## src/rtl/demux_rr_arbiter_if.sv

```systemverilog
// Handshake bundle between requesters and the round-robin demux arbiter.
// The requester side drives req/mask; the arbiter returns the decoder
// select, enable, one-hot grant and busy status.
interface demux_rr_arbiter_if;
  logic [15:0] req;
  logic [15:0] mask;
  logic [3:0]  sel;
  logic        en;
  logic [15:0] gnt;
  logic        busy;

  modport master (
    output req,
    output mask,
    input  sel,
    input  en,
    input  gnt,
    input  busy
  );

  modport slave (
    input  req,
    input  mask,
    output sel,
    output en,
    output gnt,
    output busy
  );
endinterface

```

## src/rtl/demux_rr_arbiter.sv

```systemverilog
// Round-robin arbiter driving a 4-to-16 decoder/demux.
// Every owner is bounded to MAX_HOLD cycles. A single GAP cycle separates
// any two grants so that the demux always breaks before it makes.
//
// state | meaning
// ------+------------------------------------------------------------
// IDLE  | no owner; the next winner is searched every cycle
// GRANT | sel owns the channel; en=1, gnt is one-hot; hold_q counts up
// GAP   | one break-before-make cycle; sel keeps the last owner
module demux_rr_arbiter #(
  parameter int MAX_HOLD = 8
) (
  input logic              clk,
  input logic              rst,
  demux_rr_arbiter_if.slave bus
);

  typedef enum logic [1:0] {IDLE, GRANT, GAP} state_t;

  state_t      state_q, state_d;
  logic [3:0]  sel_q, sel_d;
  logic [3:0]  ptr_q, ptr_d;
  logic [7:0]  hold_q, hold_d;
  logic        en_q, en_d;
  logic        busy_q, busy_d;
  logic [15:0] gnt_q, gnt_d;

  logic [15:0] ereq;
  logic [3:0]  idx;
  logic [3:0]  win;
  logic        found;

  // Winner search: first set bit of ereq going upward from ptr+1. The last
  // step (offset 16) lands back on ptr itself, so a lone requester can win
  // again after it times out.
  always_comb begin
    ereq  = bus.req & bus.mask;
    win   = ptr_q;
    found = 1'b0;
    idx   = ptr_q;
    for (int i = 1; i <= 16; i++) begin
      idx = ptr_q + 4'(i);
      if (!found && ereq[idx]) begin
        win   = idx;
        found = 1'b1;
      end
    end
  end

  // Next-state and next-output logic. All outputs are computed here and
  // then registered, so req/mask never reach a port combinationally.
  always_comb begin
    state_d = state_q;
    sel_d   = sel_q;
    ptr_d   = ptr_q;
    hold_d  = hold_q;
    en_d    = 1'b0;
    gnt_d   = 16'h0000;
    case (state_q)
      IDLE, GAP: begin
        if (found) begin
          state_d = GRANT;
          sel_d   = win;
          ptr_d   = win;
          hold_d  = 8'd1;
          en_d    = 1'b1;
          gnt_d   = 16'h0001 << win;
        end else begin
          state_d = IDLE;
        end
      end
      GRANT: begin
        // A release and a hold timeout both lead to GAP.
        if (!ereq[sel_q] || (hold_q == 8'(MAX_HOLD))) begin
          state_d = GAP;
        end else begin
          hold_d = hold_q + 8'd1;
          en_d   = 1'b1;
          gnt_d  = gnt_q;
        end
      end
      default: begin
        state_d = IDLE;
      end
    endcase
    busy_d = (state_d != IDLE);
  end

  // State and output registers; reset forces IDLE from any state.
  always_ff @(posedge clk) begin
    if (rst) begin
      state_q <= IDLE;
      sel_q   <= 4'd0;
      ptr_q   <= 4'd15;
      hold_q  <= 8'd0;
      en_q    <= 1'b0;
      gnt_q   <= 16'h0000;
      busy_q  <= 1'b0;
    end else begin
      state_q <= state_d;
      sel_q   <= sel_d;
      ptr_q   <= ptr_d;
      hold_q  <= hold_d;
      en_q    <= en_d;
      gnt_q   <= gnt_d;
      busy_q  <= busy_d;
    end
  end

  assign bus.sel  = sel_q;
  assign bus.en   = en_q;
  assign bus.gnt  = gnt_q;
  assign bus.busy = busy_q;

endmodule

```

## src/flat_wrapper.sv

```systemverilog
// flat-port wrapper written by rule: the top's interface ports become plain ports
module demux_rr_arbiter_flat 
#(
  parameter int MAX_HOLD = 8
)
  (clk, rst, bus_req, bus_mask, bus_sel, bus_en, bus_gnt, bus_busy);
  demux_rr_arbiter_if bus_i ();
  input logic clk;
  input logic rst;
  input wire logic [$bits(bus_i.req)-1:0] bus_req;
  input wire logic [$bits(bus_i.mask)-1:0] bus_mask;
  output wire logic [$bits(bus_i.sel)-1:0] bus_sel;
  output wire logic [$bits(bus_i.en)-1:0] bus_en;
  output wire logic [$bits(bus_i.gnt)-1:0] bus_gnt;
  output wire logic [$bits(bus_i.busy)-1:0] bus_busy;
  assign bus_i.req = bus_req;
  assign bus_i.mask = bus_mask;
  assign bus_sel = bus_i.sel;
  assign bus_en = bus_i.en;
  assign bus_gnt = bus_i.gnt;
  assign bus_busy = bus_i.busy;
  demux_rr_arbiter #(.MAX_HOLD(MAX_HOLD)) u_core (.clk(clk), .rst(rst), .bus(bus_i));
endmodule
```

## config.mk

```make
export PLATFORM = sky130hd
export DESIGN_NAME = demux_rr_arbiter_flat
export DESIGN_NICKNAME = d
export VERILOG_FILES = /design/src/rtl/demux_rr_arbiter_if.sv /design/src/rtl/demux_rr_arbiter.sv /design/src/flat_wrapper.sv
export SDC_FILE = /design/constraint.sdc
export NUM_CORES = 1
export LEC_CHECK = 0
export ABC_AREA = 1
export CORE_MARGIN = 4
export CORE_UTILIZATION = 60
export DETAILED_ROUTE_END_ITERATION = 12
export HOLD_SLACK_MARGIN = 0.05
export PLACE_DENSITY_LB_ADDON = 0.25
export SETUP_SLACK_MARGIN = 0.5
export SLEW_MARGIN = 15
export SYNTH_ARGS = -nofsm -noshare
export SYNTH_HDL_FRONTEND = slang
export SYNTH_SLANG_ARGS = --single-unit
```

## constraint.sdc

```tcl
create_clock -name clk -period 6.1 [get_ports clk]
set_input_delay 1.22 -clock clk [delete_from_list [all_inputs] [get_ports clk]]
set_output_delay 1.22 -clock clk [all_outputs]
set_load 0.01 [all_outputs]
```

==> reports/results.md, run 1 <==
### Outcome
* **status** completed

### Placed design
* **Buffers on Ports** 55
* **HPWL reported at the end of detailed placement** 8686 µm
* **final weighted congestion of routability-driven global placement** 1.073

### CTS
* **total of hold buffers inserted after clock tree synthesis** 0
* **# H-tree levels** 2
* **latest clock arrival within the worst-skew pair** 300 ps
* **CTS max path bufs** 2
* **Setup Buffers After CTS** 0
* **clock sink count** 36
* **cells resized by post-CTS repair** 0
* **Worst-path clk slew** 80 ps
* **clock tree from TritonCTS** done
* **total CTS buffers** 5
* **Root Buffer Master** sky130_fd_sc_hd__clkbuf_8

### Cells and area
* **share of post-route cells with drive strength above 1** 8.131%
* **area added between synthesis and finish** 18.18%
* **number of antenna diodes** 0
* **leading cell type in the layout, fill and taps excluded** sky130_fd_sc_hd__nand2_1
* **footprint of the multi-input gates** 0.002584 mm²
* **area used by sequential logic in the layout** 720.7 µm²
* **highest-count cells in the layout ignoring fill and taps** 232 x sky130_fd_sc_hd__nand2_1, 119 x sky130_fd_sc_hd__nand3_1, 70 x sky130_fd_sc_hd__inv_1, 55 x sky130_fd_sc_hd__clkdlybuf4s50_1
* **number of nets in the layout** 743
* **fill cell total of the finished layout** 518

### Timing
* **setup skew after layout** 9.444 ps
* **total count of hold-check failures in the final report** 0
* **final setup TNS** 0 ps
* **clock period minus final worst setup slack** 4856 ps
* **period utilization** 79.61%
* **final slew viol count** 0
* **headroom to the max-slew limit** 46.63%
* **number of endpoints failing setup at the final stage** 0
* **unrepaired setup endpoints after global routing** false
* **f_max** 205.9 MHz
* **pin slew with the least headroom to its limit** 790.5 ps

### Routing
* **count of TritonRoute iterations in the first routing pass** 5
* **DRT antenna net count** 0
* **drt wl/cell** 15.08 µm
* **number of vias in the routed layout** 4483
* **Via density** 5.777
* **detailed-route wire length** 11700 µm
* **remaining design rule violation count** 0
* **initial DRC count** 415

### Yosys
* **area share of the leading cell type in the synthesized netlist** 23.34%
* **number of flops mapped to enable cells by yosys** 0
* **net count after synthesis** 692
* **synthesized cell area** 0.003731 mm²
* **gate count after technology mapping** 649
* **mean area per synthesized cell** 5.749 µm²
* **sequential fraction of the synthesis area** 19.32%
* **number of synthesized register bits** 36
* **xor-xnor portion of the synthesized cell area** 2.817%
* **most area-consuming cells after synthesis** sky130_fd_sc_hd__nand2_1 23%, sky130_fd_sc_hd__dfxtp_1 19%, sky130_fd_sc_hd__nand3_1 16%
* **dominant combinational cell family by area after synthesis** simple AND/OR/NAND/NOR gates
* **Yosys Warn Count** 0
* **basic-gate share of the synthesized area counting and, or, nand and nor cells** 52.62%
* **Synth area leader** sky130_fd_sc_hd__nand2_1
* **fraction of synthesized area in multiplexers** 0%
* **complex-gate fraction of the synthesized area** 10.80%
* **distinct cell type count after synthesis** 43
* **share of synthesized registers carrying an async set or reset** 0%
* **Primary FF master, synth** sky130_fd_sc_hd__dfxtp_1
* **adder-cell share of the synthesized area** 3.018%

### Worst setup path
* **reg2reg setup slack** 1240 ps
* **worst path required time** 6300 ps
* **critical path startpoint category** flip-flop
* **endpoint arrival time on the critical path** 5050 ps
* **Slowest-stage cell, CP** sky130_fd_sc_hd__dfxtp_1
* **worst path buffer plus inverter count** 6
* **crit end category** flip-flop
* **critical path start-end classification** flip-flop to flip-flop
* **crit-path leading delay family** simple AND/OR/NAND/NOR gates
* **biggest cell delay along the critical path** 810 ps
* **depth of the worst register-to-register path** 25
* **Crit Path Max Fanout** 16
* **R2R Path End** u_core.bus.gnt[12]
* **Critical Path Stages** 25
* **cell repeated most along the worst path** sky130_fd_sc_hd__nand3_1
* **reg-to-reg startpoint** u_core.ptr_q[1]

### Hold path
* **hold depth** 2
* **end of the worst hold path** u_core.bus.gnt[13]
* **critical hold path startpoint** u_core.bus.gnt[13]
* **HP Class** flip-flop to flip-flop

### Global route
* **global-route wire length before repair** 19400 µm
* **antenna violations before repair** 0
* **all-layer global routing usage** 31.73%
* **leftover overflow at the end of global routing** 0
* **largest net degree at the start of global routing** 29
* **via count of the first global-routing pass** 4313

### Die
* **initial standard-cell utilization of the core** 62.28%
* **Core Area** 0.005991 mm²
* **num ports** 56
* **Std-Cell Rows** 28
* **die outline height** 86.86 µm
* **area enclosed by the die boundary** 0.007544 mm²
* **width of the die** 86.86 µm

### Job
* **Maximum Capacitance Violations** 0

[worst max path at each step]
stage / from / slack, ps / to
3_5_place_dp: u_core.ptr_q[1] / 1400 / u_core.bus.gnt[12]
2_1_floorplan: bus_req[8] / 2550 / u_core.bus.gnt[11]
6_report: u_core.ptr_q[1] / 1240 / u_core.bus.gnt[12]
3_3_place_gp: u_core.ptr_q[1] / 1430 / u_core.bus.gnt[12]
5_1_grt: u_core.ptr_q[1] / 840 / u_core.bus.gnt[11]
4_1_cts: u_core.ptr_q[1] / 1360 / u_core.bus.gnt[12]
[cell type report]
cell class,instances,share of cell area (%)
multi-input combinational,515,58.60
sequential,36,16.35
timing repair buffer,58,13.00
inverter,84,7.406
tap,75,2.128
clock buffer,5,1.561
clock inverter,3,0.9648
[flip-flops by register name, indices dropped and copies added, names as in the netlist]
signal           flops
u_core.bus.sel       4
u_core.hold_q        8
u_core.bus.busy      1
u_core.bus.gnt      16
u_core.ptr_q         4
u_core.state_q       2
u_core.bus.en        1
[per-stage QoR]
stage / area [µm²] / cells / setup slack [ps] / hold slack, ps / util, %
after floorplan: 3731 / 649 / 2551 / 463.6 / -
after global placement: 4298 / 768 / 1431 / 439.7 / 71.74
after detailed placement: 4298 / 768 / 1398 / 446.9 / 71.74
after CTS: 4409 / 776 / 1364 / 460.0 / 73.60
after global routing: 4409 / 776 / 839.5 / 475.0 / 73.60
final: 4409 / 776 / 1244 / 455.9 / 73.60
[cells in the mapped netlist, types with 5 or more instances]
library cell,number
sky130_fd_sc_hd__inv_2,8
sky130_fd_sc_hd__nand3_2,8
sky130_fd_sc_hd__o21ai_0,27
sky130_fd_sc_hd__dfxtp_1,36
sky130_fd_sc_hd__nand4_1,9
sky130_fd_sc_hd__xor2_1,6
sky130_fd_sc_hd__a21oi_1,15
sky130_fd_sc_hd__nor2_1,36
sky130_fd_sc_hd__buf_2,5
sky130_fd_sc_hd__buf_6,5
sky130_fd_sc_hd__o21ai_1,12
sky130_fd_sc_hd__nand2_2,7
sky130_fd_sc_hd__inv_1,70
sky130_fd_sc_hd__nand2_1,232
sky130_fd_sc_hd__nand3_1,119
sky130_fd_sc_hd__ha_1,9
[worst min-delay path, cell delays in order, from the launching register on]
cell,delay (ps)
sky130_fd_sc_hd__dfxtp_1,310
sky130_fd_sc_hd__nand2_1,60
sky130_fd_sc_hd__nand2_1,40
[per-layer routing]
metal | part of all wire [%] | global-route usage (%) | vias up
li1 | - | - | 2208
met1 | 40 | 36.21 | 1995
met3 | 7.2 | 4.352 | 52
met5 | 0 | 0 | -
met4 | 3.9 | 14.31 | 0
met2 | 49 | 57.97 | 228
[logic make-up (layout without fill, tap and decap cells)]
family	count (synthesis)	after routing
xor+xnor	9	9
fa+ha+maj	9	9
simple gates	427	427
compound gates	70	70
flops	36	36
buf+inv	98	150
Power of run 1 is not shown: default switching activity piles up to over one toggle a cycle in this logic, so the estimate is an artifact.
==> inputs of run 2 (changes only) <==
CORE_UTILIZATION = 56   (was 60)
clock period = 4.9 ns   (was 6.1 ns; I/O delays follow)
==> reports/results.md, run 2 (synthesis results as in run 1) <==
### Worst setup path
* **endpoint arrival time on the critical path** 4130 ps
* **worst path required time** 5080 ps
* **Crit Path Max Fanout** 26
* **crit end category** flip-flop
* **critical path startpoint category** flip-flop
* **critical path start-end classification** flip-flop to flip-flop

### Cells and area
* **share of post-route cells with drive strength above 1** 8.665%
* **leading cell type in the layout, fill and taps excluded** sky130_fd_sc_hd__nand2_1
* **max FFs per register** 16
* **number of nets in the layout** 746
* **number of antenna diodes** 0
* **area added between synthesis and finish** 18.88%
* **highest-count cells in the layout ignoring fill and taps** 232 x sky130_fd_sc_hd__nand2_1, 119 x sky130_fd_sc_hd__nand3_1, 70 x sky130_fd_sc_hd__inv_1, 55 x sky130_fd_sc_hd__clkdlybuf4s50_1, 36 x sky130_fd_sc_hd__nor2_1

### Timing
* **f_max** 253.3 MHz
* **final slew viol count** 0
* **unrepaired setup endpoints after global routing** false
* **period utilization** 80.56%
* **tightest hold margin** 455.8 ps
* **pin slew with the least headroom to its limit** 714.4 ps
* **headroom to the max-slew limit** 51.77%
* **setup skew after layout** 8.764 ps
* **clock period minus final worst setup slack** 3947 ps
* **total count of hold-check failures in the final report** 0
* **Final Worst Setup Slack** 952.8 ps
* **final setup TNS** 0 ps
* **number of endpoints failing setup at the final stage** 0

### Placed design
* **HPWL reported at the end of detailed placement** 8806 µm
* **final weighted congestion of routability-driven global placement** 0.9857
* **worst slack at placement** 791.2 ps
* **Buffers on Ports** 55

### Routing
* **detailed-route wire length** 11600 µm
* **Via density** 5.704
* **number of vias in the routed layout** 4455
* **remaining design rule violation count** 0
* **count of TritonRoute iterations in the first routing pass** 5
* **drt wl/cell** 14.85 µm
* **initial DRC count** 358
* **DRT antenna net count** 0

### Die
* **Std-Cell Rows** 29
* **die outline height** 89.63 µm
* **area enclosed by the die boundary** 0.008033 mm²
* **num ports** 56
* **Core Area** 0.006422 mm²
* **initial standard-cell utilization of the core** 58.09%
* **width of the die** 89.63 µm

### Hold path
* **HP Class** flip-flop to flip-flop

### CTS
* **clock tree from TritonCTS** done
* **Setup Buffers After CTS** 0
* **clock sink count** 36
* **latest clock arrival within the worst-skew pair** 290 ps
* **CTS max path bufs** 2
* **Worst-path clk slew** 80 ps
* **total CTS buffers** 5
* **Root Buffer Master** sky130_fd_sc_hd__clkbuf_8
* **# H-tree levels** 2

### Global route
* **via count of the first global-routing pass** 4222
* **leftover overflow at the end of global routing** 0
* **largest net degree at the start of global routing** 29
* **all-layer global routing usage** 29.85%
* **global-route wire length before repair** 19020 µm
* **antenna violations before repair** 0

### Outcome
* **status** completed

### Job
* **Maximum Capacitance Violations** 0

[run 2: cell count changes in the layout (fill, tap and decap cells not counted)]
cell,previous run,this run
sky130_fd_sc_hd__buf_4,3,6
sky130_fd_sc_hd__dfxtp_2,0,1
sky130_fd_sc_hd__dfxtp_1,36,35
[run 2: worst max-delay path, cell delays in order, from the launching register on]
cell and delay, ps:
sky130_fd_sc_hd__dfxtp_1 430, sky130_fd_sc_hd__buf_4 350, sky130_fd_sc_hd__ha_1 250, sky130_fd_sc_hd__xnor2_2 120
sky130_fd_sc_hd__buf_4 200, sky130_fd_sc_hd__inv_1 170, sky130_fd_sc_hd__nand3_1 160, sky130_fd_sc_hd__nand3_1 140
sky130_fd_sc_hd__nand2_4 150, sky130_fd_sc_hd__nand3_4 120, sky130_fd_sc_hd__nor2_8 120, sky130_fd_sc_hd__nand3_2 100
sky130_fd_sc_hd__nor2_2 110, sky130_fd_sc_hd__nand2_1 70, sky130_fd_sc_hd__nor2_2 100, sky130_fd_sc_hd__nand3_1 90
sky130_fd_sc_hd__clkinv_2 100, sky130_fd_sc_hd__nand2_2 70, sky130_fd_sc_hd__nor2_4 140, sky130_fd_sc_hd__nand3_2 100
sky130_fd_sc_hd__o21ai_4 260, sky130_fd_sc_hd__inv_2 140, sky130_fd_sc_hd__nand4_4 140, sky130_fd_sc_hd__inv_2 80
sky130_fd_sc_hd__nand2_1 80, sky130_fd_sc_hd__nand2_1 60
[run 2: stage by stage]
step / instance area [µm²] / std cells / util, %
floorplan: 3731 / 649 / -
global placement: 4323 / 773 / 67.31
detailed placement: 4323 / 773 / 67.31
CTS: 4434 / 781 / 69.04
global route: 4436 / 781 / 69.06
finish: 4436 / 781 / 69.06
[run 2: path summary, 6_finish.rpt]
| path | from | end | slack, ps | cells past startpoint |
|---|---|---|---|---|
| setup / recovery | u_core.ptr_q[0] | u_core.bus.gnt[12] | 950 | 25 |
| hold / removal | u_core.bus.gnt[2] | u_core.bus.gnt[2] | 460 | 2 |
| setup reg to reg | u_core.ptr_q[0] | u_core.bus.gnt[12] | 950 | 25 |
| hold reg to reg | u_core.bus.gnt[2] | u_core.bus.gnt[2] | 460 | 2 |
[run 2: timing repair]
action,4_1_cts,5_1_grt
gates resized for setup,0,1
setup endpoints to repair,0,23
hold buffers,0,0
[run 2: per-layer routing]
| layer | global-route usage [%] | part of all wire (%) |
|---|---|---|
| met1 | 34.61 | 41 |
| met2 | 54.19 | 49 |
| met3 | 4.106 | 6.8 |
| met4 | 13.13 | 3.4 |
| met5 | 0 | 0 |
[run 2: cell type report]
| class | count | area, µm² |
|---|---|---|
| fillers | 562 | 1987 |
| clock inverters | 3 | 42.54 |
| multi-input cells | 515 | 2584 |
| clock buffers | 5 | 68.82 |
| well taps | 77 | 96.34 |
| repair buffers | 61 | 595.6 |
| inverters | 84 | 326.6 |
| flip-flops and latches | 36 | 721.9 |
Power of run 2 is left out for the same reason.
==> inputs of run 3 (changes only) <==
clock period = 3.76 ns   (was 4.9 ns; I/O delays follow)
==> reports/results.md, run 3 (synthesis results as in run 1) <==
### CTS
* **clock tree from TritonCTS** done
* **Worst-path clk slew** 70 ps
* **clock sink count** 36
* **CTS max path bufs** 2
* **latest clock arrival within the worst-skew pair** 290 ps
* **total CTS buffers** 5
* **Root Buffer Master** sky130_fd_sc_hd__clkbuf_8
* **total of hold buffers inserted after clock tree synthesis** 0
* **# H-tree levels** 2

### Routing
* **DRT antenna net count** 0
* **drt wl/cell** 16.96 µm
* **detailed-route wire length** 14350 µm
* **Via density** 5.935
* **count of TritonRoute iterations in the first routing pass** 10
* **remaining design rule violation count** 0
* **initial DRC count** 579
* **number of vias in the routed layout** 5021

### Placed design
* **HPWL reported at the end of detailed placement** 9064 µm
* **final weighted congestion of routability-driven global placement** 1.014
* **instance area after placement** 0.004501 mm²
* **number of instances in the placed design** 792
* **Buffers on Ports** 55

### Timing
* **period utilization** 94.63%
* **final slew viol count** 0
* **total count of hold-check failures in the final report** 0
* **headroom to the max-slew limit** 45.18%
* **f_max** 281.0 MHz
* **pin slew with the least headroom to its limit** 812.0 ps
* **clock period minus final worst setup slack** 3558 ps
* **tightest hold margin** 450.6 ps
* **setup skew after layout** 9.671 ps
* **number of endpoints failing setup at the final stage** 0
* **unrepaired setup endpoints after global routing** true

### Global route
* **leftover overflow at the end of global routing** 0
* **all-layer global routing usage** 33.65%
* **largest net degree at the start of global routing** 28
* **antenna violations before repair** 0
* **global-route wire length before repair** 21420 µm
* **via count of the first global-routing pass** 4728

### Worst setup path
* **biggest cell delay along the critical path** 410 ps
* **worst path required time** 3940 ps
* **crit end category** flip-flop
* **Crit Path Max Fanout** 8
* **depth of the worst register-to-register path** 24
* **reg-to-reg startpoint** u_core.ptr_q[1]
* **critical path startpoint category** flip-flop
* **endpoint arrival time on the critical path** 3740 ps
* **Slowest-stage cell, CP** sky130_fd_sc_hd__dfxtp_4
* **critical path start-end classification** flip-flop to flip-flop
* **R2R Path End** u_core.bus.gnt[15]
* **reg2reg setup slack** 200 ps
* **sequence of cells on the critical path** clkinvlp_4 -> ha_4 -> clkbuf_16 -> nand3_4 -> nand3_1 -> nand2_2 -> nand2_1 -> nand2_1 -> inv_2 -> nand3_4 -> nor2_4 -> nand2_2 -> nor2_4 -> nand3_2 -> inv_4 -> nand2_4 -> nor2_4 -> nand3_2 -> o21ai_4 -> inv_4 -> nand4_4 -> inv_4 -> nand2_2 -> nand2_1

### Hold path
* **HP Class** flip-flop to flip-flop
* **hold depth** 2
* **critical hold path startpoint** u_core.bus.gnt[5]
* **end of the worst hold path** u_core.bus.gnt[5]

### Job
* **Maximum Capacitance Violations** 0

### Cells and area
* **number of nets in the layout** 812
* **post-route cell area** 0.005465 mm²
* **share of post-route cells with drive strength above 1** 29.13%
* **Core Util, Final** 85.10%
* **area added between synthesis and finish** 46.48%
* **Final Instance Count excl. Fillers** 846
* **max FFs per register** 16
* **leading cell type in the layout, fill and taps excluded** sky130_fd_sc_hd__nand2_1
* **highest-count cells in the layout ignoring fill and taps** 200 x sky130_fd_sc_hd__nand2_1, 81 x sky130_fd_sc_hd__nand3_1, 66 x sky130_fd_sc_hd__inv_1, 66 x sky130_fd_sc_hd__buf_4, 34 x sky130_fd_sc_hd__nand2_2
* **number of antenna diodes** 0

### Outcome
* **status** completed

### Die
* **initial standard-cell utilization of the core** 58.09%
* **die outline height** 89.63 µm
* **num ports** 56
* **area enclosed by the die boundary** 0.008033 mm²
* **Std-Cell Rows** 29
* **width of the die** 89.63 µm
* **Core Area** 0.006422 mm²

-- run 3: cell types whose count changed in the layout (fill, tap and decap cells not counted), sizes merged --
cell	delta
clkbuf	+2
buf	+64
clkinvlp	+1
clkdlybuf4s50	-32
clkinv	-2
dlygate4sd2	+32
nand2	+1
bufinv	-1
-- run 3: worst max-delay path by stage --
stage | endpoint | slack [ps] | cells after the start | from
2_1_floorplan | u_core.bus.gnt[11] | 500 | 27 | u_core.ptr_q[0]
3_3_place_gp | u_core.bus.gnt[11] | -20 | 24 | u_core.ptr_q[1]
3_5_place_dp | u_core.bus.gnt[12] | -100 | 27 | bus_req[9]
4_1_cts | u_core.bus.gnt[6] | 450 | 26 | u_core.ptr_q[1]
5_1_grt | u_core.bus.gnt[2] | -7 | 26 | u_core.ptr_q[1]
6_report | u_core.bus.gnt[15] | 200 | 24 | u_core.ptr_q[1]
-- run 3: critical path, delay by kind of cell, from the launching register on --
family                     cells  cell delay (ps)
adders and majority gates      1              370
and+or+nand+nor               16             1630
DFF                            1              410
buffers and inverters          6              750
AOI/OAI and AO/OA              1              290
-- run 3: cell type report --
class,instances,area (µm²)
inverter,84,352.8
timing repair buffer,126,1080
clock buffer,6,72.57
tap,77,96.34
multi-input combinational,516,3126
sequential,36,733.2
fill,389,957.2
clock inverter,1,5.005
-- run 3: metrics by stage --
step	setup TNS (ps)	worst slack [ps]
finish	0	201.8
global placement	-26.73	-18.16
detailed placement	-1048	-103.3
CTS	0	453.5
global route	-16.12	-7.250
floorplan	0	504.6
-- run 3: per-layer routing --
metal / track usage (%) / vias up / wire length, µm
met1: 38.61 / 2250 / 5280
li1: - / 2356 / -
met2: 59.38 / 316 / 6794
met5: 0 / - / 0
met3: 4.927 / 99 / 1340
met4: 18.81 / 0 / 933
-- run 3: repair_timing --
action                                 in CTS  in global routing
endpoints found under the hold margin       0                  0
pin swaps                                  24                 30
gates cloned                                0                  2
setup buffers                              32                 13
setup endpoints to repair                  35                 35
gates resized for setup                    95                 78
Power of run 3 is left out for the same reason.
